==> config.mk <==
export PLATFORM = sky130hd
export DESIGN_NAME = pst
export DESIGN_NICKNAME = d
export VERILOG_FILES = /design/src/rtl/pst.sv
export SDC_FILE = /design/constraint.sdc
export NUM_CORES = 1
export LEC_CHECK = 0
export BUFFER_PORTS_ARGS = -buffer_cell sky130_fd_sc_hd__buf_2
export CAP_MARGIN = 40
export CORE_MARGIN = 8
export CORE_UTILIZATION = 50
export CTS_CLUSTER_DIAMETER = 50
export DETAILED_ROUTE_END_ITERATION = 10
export GPL_TIMING_DRIVEN = 0
export PLACE_DENSITY = 0.86
export RECOVER_POWER = 100
export SYNTH_ARGS = -nofsm -noshare
export SYNTH_HDL_FRONTEND = slang
export SYNTH_SLANG_ARGS = --single-unit
==> constraint.sdc <==
create_clock -name clk -period 3.9 [get_ports clk]
set_input_delay 0.975 -clock clk [delete_from_list [all_inputs] [get_ports clk]]
set_output_delay 0.975 -clock clk [all_outputs]
set_load 0.005 [all_outputs]
==> src/rtl/pst.sv <==
// pst: write-side skid front-end for the registered-output FIFO; two-entry
// in-order buffer between producer and FIFO. Optional macro: PST_WR_OVF_CNT_EN.
module pst #(
   parameter int W  = 8,
   parameter int CW = 16
) (
   input  logic          clk,
   input  logic          rst,
   input  logic          wr_en,
   input  logic [W-1:0]  wr_data,
   output logic          wr_vld,
   output logic          fifo_wr_en,
   output logic [W-1:0]  fifo_wr_data,
   input  logic          fifo_full,
   output logic          pst_wr_empty,
   output logic          pst_wr_full,
   input  logic          ovf_clr,
   output logic          ovf_flag,
   output logic [CW-1:0] ovf_cnt
);

   logic [1:0]   cnt;
   logic [1:0]   cnt_next;
   logic [1:0]   cnt_left;
   logic [W-1:0] head;
   logic [W-1:0] head_next;
   logic [W-1:0] tail;
   logic [W-1:0] tail_next;
   logic         wr_vld_next;
   logic         acc;
   logic         drain;

   assign acc          = wr_en & wr_vld;
   assign drain        = (cnt != 2'd0) & ~fifo_full;
   assign fifo_wr_en   = drain;
   assign fifo_wr_data = head;
   assign pst_wr_empty = (cnt == 2'd0);
   assign pst_wr_full  = (cnt == 2'd2);

   // Occupancy left after this cycle's drain decides which slot takes the new word.
   assign cnt_left = cnt - {1'b0, drain};

   // NOTE: every always_comb output gets a default first so no latch is inferred.
   always_comb begin
      head_next = head;
      tail_next = tail;
      if (drain) begin
         head_next = tail;
      end
      if (acc) begin
         if (cnt_left == 2'd0) begin
            head_next = wr_data;
         end else begin
            tail_next = wr_data;
         end
      end
      cnt_next    = cnt + {1'b0, acc} - {1'b0, drain};
      wr_vld_next = (cnt_next < 2'd2);
   end

   // NOTE: the data registers are reset too, because fifo_wr_data is visible as 0 in reset.
   always_ff @(posedge clk or posedge rst) begin
      if (rst) begin
         cnt    <= 2'd0;
         head   <= '0;
         tail   <= '0;
         wr_vld <= 1'b0;
      end else begin
         // NOTE: non-blocking assignments keep all state updates on the same edge.
         cnt    <= cnt_next;
         head   <= head_next;
         tail   <= tail_next;
         wr_vld <= wr_vld_next;
      end
   end

`ifdef PST_WR_OVF_CNT_EN
   logic ovf_ev;

   assign ovf_ev = wr_en & ~wr_vld;

   // A clear in the same cycle as an event restarts the count at that event.
   always_ff @(posedge clk or posedge rst) begin
      if (rst) begin
         ovf_flag <= 1'b0;
         ovf_cnt  <= '0;
      end else if (ovf_clr) begin
         ovf_flag <= ovf_ev;
         ovf_cnt  <= ovf_ev ? CW'(1) : '0;
      end else if (ovf_ev) begin
         ovf_flag <= 1'b1;
         if (ovf_cnt != '1) begin
            ovf_cnt <= ovf_cnt + CW'(1);
         end
      end
   end
`else
   logic unused_ovf_clr;

   assign unused_ovf_clr = ovf_clr;
   assign ovf_flag       = 1'b0;
   assign ovf_cnt        = '0;
`endif

endmodule

==> After elaboration in Yosys (flattened, before gate mapping) <==
Cells that the tools add are included.
{ "classes": {"addsub": 3, "n_reduce_logical": 4, "magnitude_cmp": 1, "bitwise": 4, "mux": 3, "n_eq_ne": 1} }
{ "ops": {"columns": ["op", "n"], "rows": [
  ["$mux 8", 3],
  ["$logic_not 2->1", 2],
  ["$sub 2x1->2", 2],
  ["$add 2x1->2", 1],
  ["$and 1x1->1", 2],
  ["$eq 2x2->1 const B", 1],
  ["$lt 2x2->1 const B", 1],
  ["$not 1->1", 2],
  ["$reduce_and 2->1", 1],
  ["$reduce_bool 2->1", 1]
]} }
{ "word_totals": {"elab_cells": 20, "input_bits": 13, "reg_bits": 19} }

==> Logic depth before layout (Yosys ltp) <==
{ "logic_depth": {"ltp_word": 6, "ltp_mapped": 7, "depth_no_buf": 6} }

==> Worst setup path before layout <==
No wires, ideal clock.
{ "synth_timing": {"path_kind": "input to output", "start": "in fifo_full", "end": "out fifo_wr_en", "arrival_time_ps": 1366, "cell_stages": 3, "n_path_buf": 1, "path_slack_ps": 1559, "path_cell_list": "o21bai_2 -> buf_6 -> inv_1"} }
{ "synth_via": {"elab_chain_len": 2} }
{ "synth_lines": {"columns": ["element", "line_no", "rtl"], "rows": [
  ["start: declaration", "14", "input logic fifo_full,"],
  ["$not 1->1", "34", "assign drain = (cnt != 2'd0) & ~fifo_full;"],
  ["$and 1x1->1", "34", null],
  ["end: declaration", "12", "output logic fifo_wr_en,"]
]} }
No other way between the ends.

==> Worst setup path in the final report <==
Ends and elaborated chain as after synthesis.

==> impl_metrics.json <==
{
  "fin_area_um2": 1200,
  "grt_max_degree": 20,
  "htreeDepth": 1,
  "status": "complete, no violations",
  "port_buffers": 23,
  "cts-root-buf": "clkbuf_4",
  "syn_inst": 78,
  "vias_per_cell": 4.32,
  "grt_usage_pct": 11.0,
  "vias": 639,
  "final_util_pct": 61.9,
  "worstMarginPinSlew_ps": 705,
  "core_um2": 1940,
  "max_freq_mhz": 352,
  "fillers": 177,
  "fin_crit_sh_pct": 72.8,
  "setup_ws_ps": 1060,
  "cp-end-kind": "output pin",
  "antenna_found_initial": 0,
  "start_util_pct": 52.6,
  "drt-initial-drc-count": 15,
  "cts_tree": "built",
  "fin_crit_ps": 2840,
  "path_cells": "clkbuf_1 -> o21bai_1 -> clkbuf_1 -> inv_1 -> clkbuf_1",
  "placementRows": 16,
  "slew_headroom_pct": 52.9,
  "ys_seq_area_share_pct": 46.5,
  "cts_buffer_depth": 2,
  "nNetsFinal": 136,
  "max_stage_delay_ps": 450,
  "drc": 0,
  "yosysMostFrequentCell": "dfrtp_1",
  "cts.sinks": 19,
  "worstSetupPathType": "input port to output pin",
  "num_io_pins": 42,
  "gp_congestion": 0.689,
  "grt_pass1_wl_mm": 3.04,
  "p_leak_nw": 0.601,
  "crit_fanout": 10,
  "die_h_um": 61.2,
  "dr.pass1.iters": 3,
  "cts_resized": 0,
  "finalNonFillerCells": 148,
  "numCtsBuffers": 3,
  "wl_per_cell_um": 12.4,
  "rsz0062_at_grt": "false",
  "start_kind": "input port",
  "slowest_stage": "clkbuf_1",
  "wl_mm": 1.83,
  "die_w_um": 61.2,
  "synth_cell_type_count": 19,
  "clock-skew-final_ps": 3.60,
  "setup_viol": 0,
  "total_power_mw": 0.800,
  "die-area_um2": 3750,
  "hold_depth": 1,
  "hpwl_mm": 1.48,
  "clkLatencyLatePin_ps": 290,
  "netlist_top_cells_area": "dfrtp_1 (47%), mux2_2 (19%), buf_4 (12%)",
  "peakVddDrop_mv": 0.341,
  "postCtsSetupRepairBufs": 0,
  "synth_top_area_share_pct": 46.5,
  "syn_to_final_growth_pct": 17.5,
  "finalHoldViolCount": 0,
  "worst-r2r-cell-count": 7,
  "synth_flop_cell": "dfrtp_1",
  "diodes": 0,
  "avgSynthCellArea_um2": 13.1,
  "critPathArrivalTime_ps": 1870,
  "drtAntennaViolNets": 0,
  "grt_overflow_total": 0,
  "path_common_cell": "clkbuf_1",
  "hold_class": "flip-flop to flip-flop",
  "netlist_area_um2": 1020,
  "synthArstFlopShare_pct": 100,
  "post-place-ws_ps": 1330,
  "synthTopCellsByCount": "dfrtp_1 (19), buf_4 (17), mux2_2 (17), mux2_4 (7)",
  "post_dp_cell_area_um2": 1230,
  "ys_seq_elements": 19,
  "powerDensity_nw_per_um2": 666,
  "slew_violations": 0,
  "placed_cells": 144,
  "drive_above_1_share_pct": 40.5,
  "synth_warnings": 0,
  "critPathRequiredTime_ps": 2920,
  "synth_edf_count": 0,
  "yosys.area.top_type": "dfrtp_1",
  "hold_ws_ps": 508,
  "cts_hold_buf": 0,
  "drv_cap": 0,
  "grt_pass1_vias": 685,
  "setup_tns_ps": 0,
  "clkTransAtPathRegs_ps": 100
}
final cells by class:
class                   instances  area [um2]  share of cell area, %
well taps                      27        33.8                   2.81
clock buffers                   4        26.3                   2.19
plain buffers                  18         131                   10.9
flip-flops and latches         19         475                   39.6
multi-input cells              55         427                   35.5
repair buffers                 23         100                   8.33
inverters                       2        7.51                  0.625
cell families after synthesis:
| group | share of synthesized area, % |
|---|---|
| XOR/XNOR | 2.57 |
| AO/OA/AOI/OAI | 1.59 |
| flip-flops | 46.5 |
| buffers and inverters | 14.3 |
| other | 0.367 |
| AND/OR/NAND/NOR | 4.41 |
| multiplexers | 29.0 |
| adder cells (fa/ha/maj) | 1.22 |
critical path, delay by kind of cell:
kind / cells / cell delay, ps
compound gates: 1 / 150
buf+inv: 4 / 740
placed cells by master (no fill, tap or decap):
master,synthesis,routed
nand2_1,2,2
clkbuf_1,0,14
a21oi_1,1,1
buf_4,17,17
dfrtp_1,19,19
ha_1,1,1
nand3_1,1,2
inv_1,2,2
nor2_1,1,2
xnor2_1,1,1
mux2_1,0,6
buf_2,0,11
clkbuf_4,0,3
nand2b_1,1,1
mux2_2,17,17
o21bai_1,0,1
xor2_1,2,2
nor2b_1,1,1
conb_1,1,17
mux2_4,7,1
final timing paths:
path	start	endpoint	slack, ps
hold reg to reg	tail[3]$_DFFE_PP0P_	tail[3]$_DFFE_PP0P_	510
min in group asynchronous	rst	tail[4]$_DFFE_PP0P_	780
setup reg to reg	cnt[1]$_DFF_PP0_	wr_vld$_DFF_PP0_	1770
hold / removal	tail[3]$_DFFE_PP0P_	tail[3]$_DFFE_PP0P_	510
max in group asynchronous	rst	fifo_wr_data[7]$_DFF_PP0_	2670
setup / recovery	fifo_full	fifo_wr_en	1060
registers in the layout, indices dropped and copies added (netlist names):
signal,count
cnt,2
tail,8
wr_vld,1
fifo_wr_data,8
report_power, final:
part           switching [mW]  internal (mW)
registers              0.0560          0.302
logic                   0.145          0.203
clock network          0.0553         0.0397
total                   0.256          0.544
routing by layer:
| layer | vias to the layer above | GRT usage [%] | routed length (um) |
|---|---|---|---|
| met2 | 29 | 18.4 | 891 |
| met4 | 0 | 5.98 | 36 |
| met5 | - | 0 | 0 |
| met3 | 4 | 3.76 | 198 |
| li1 | 315 | - | - |
| met1 | 291 | 11.8 | 702 |
Power figures use the tool's default switching activity.
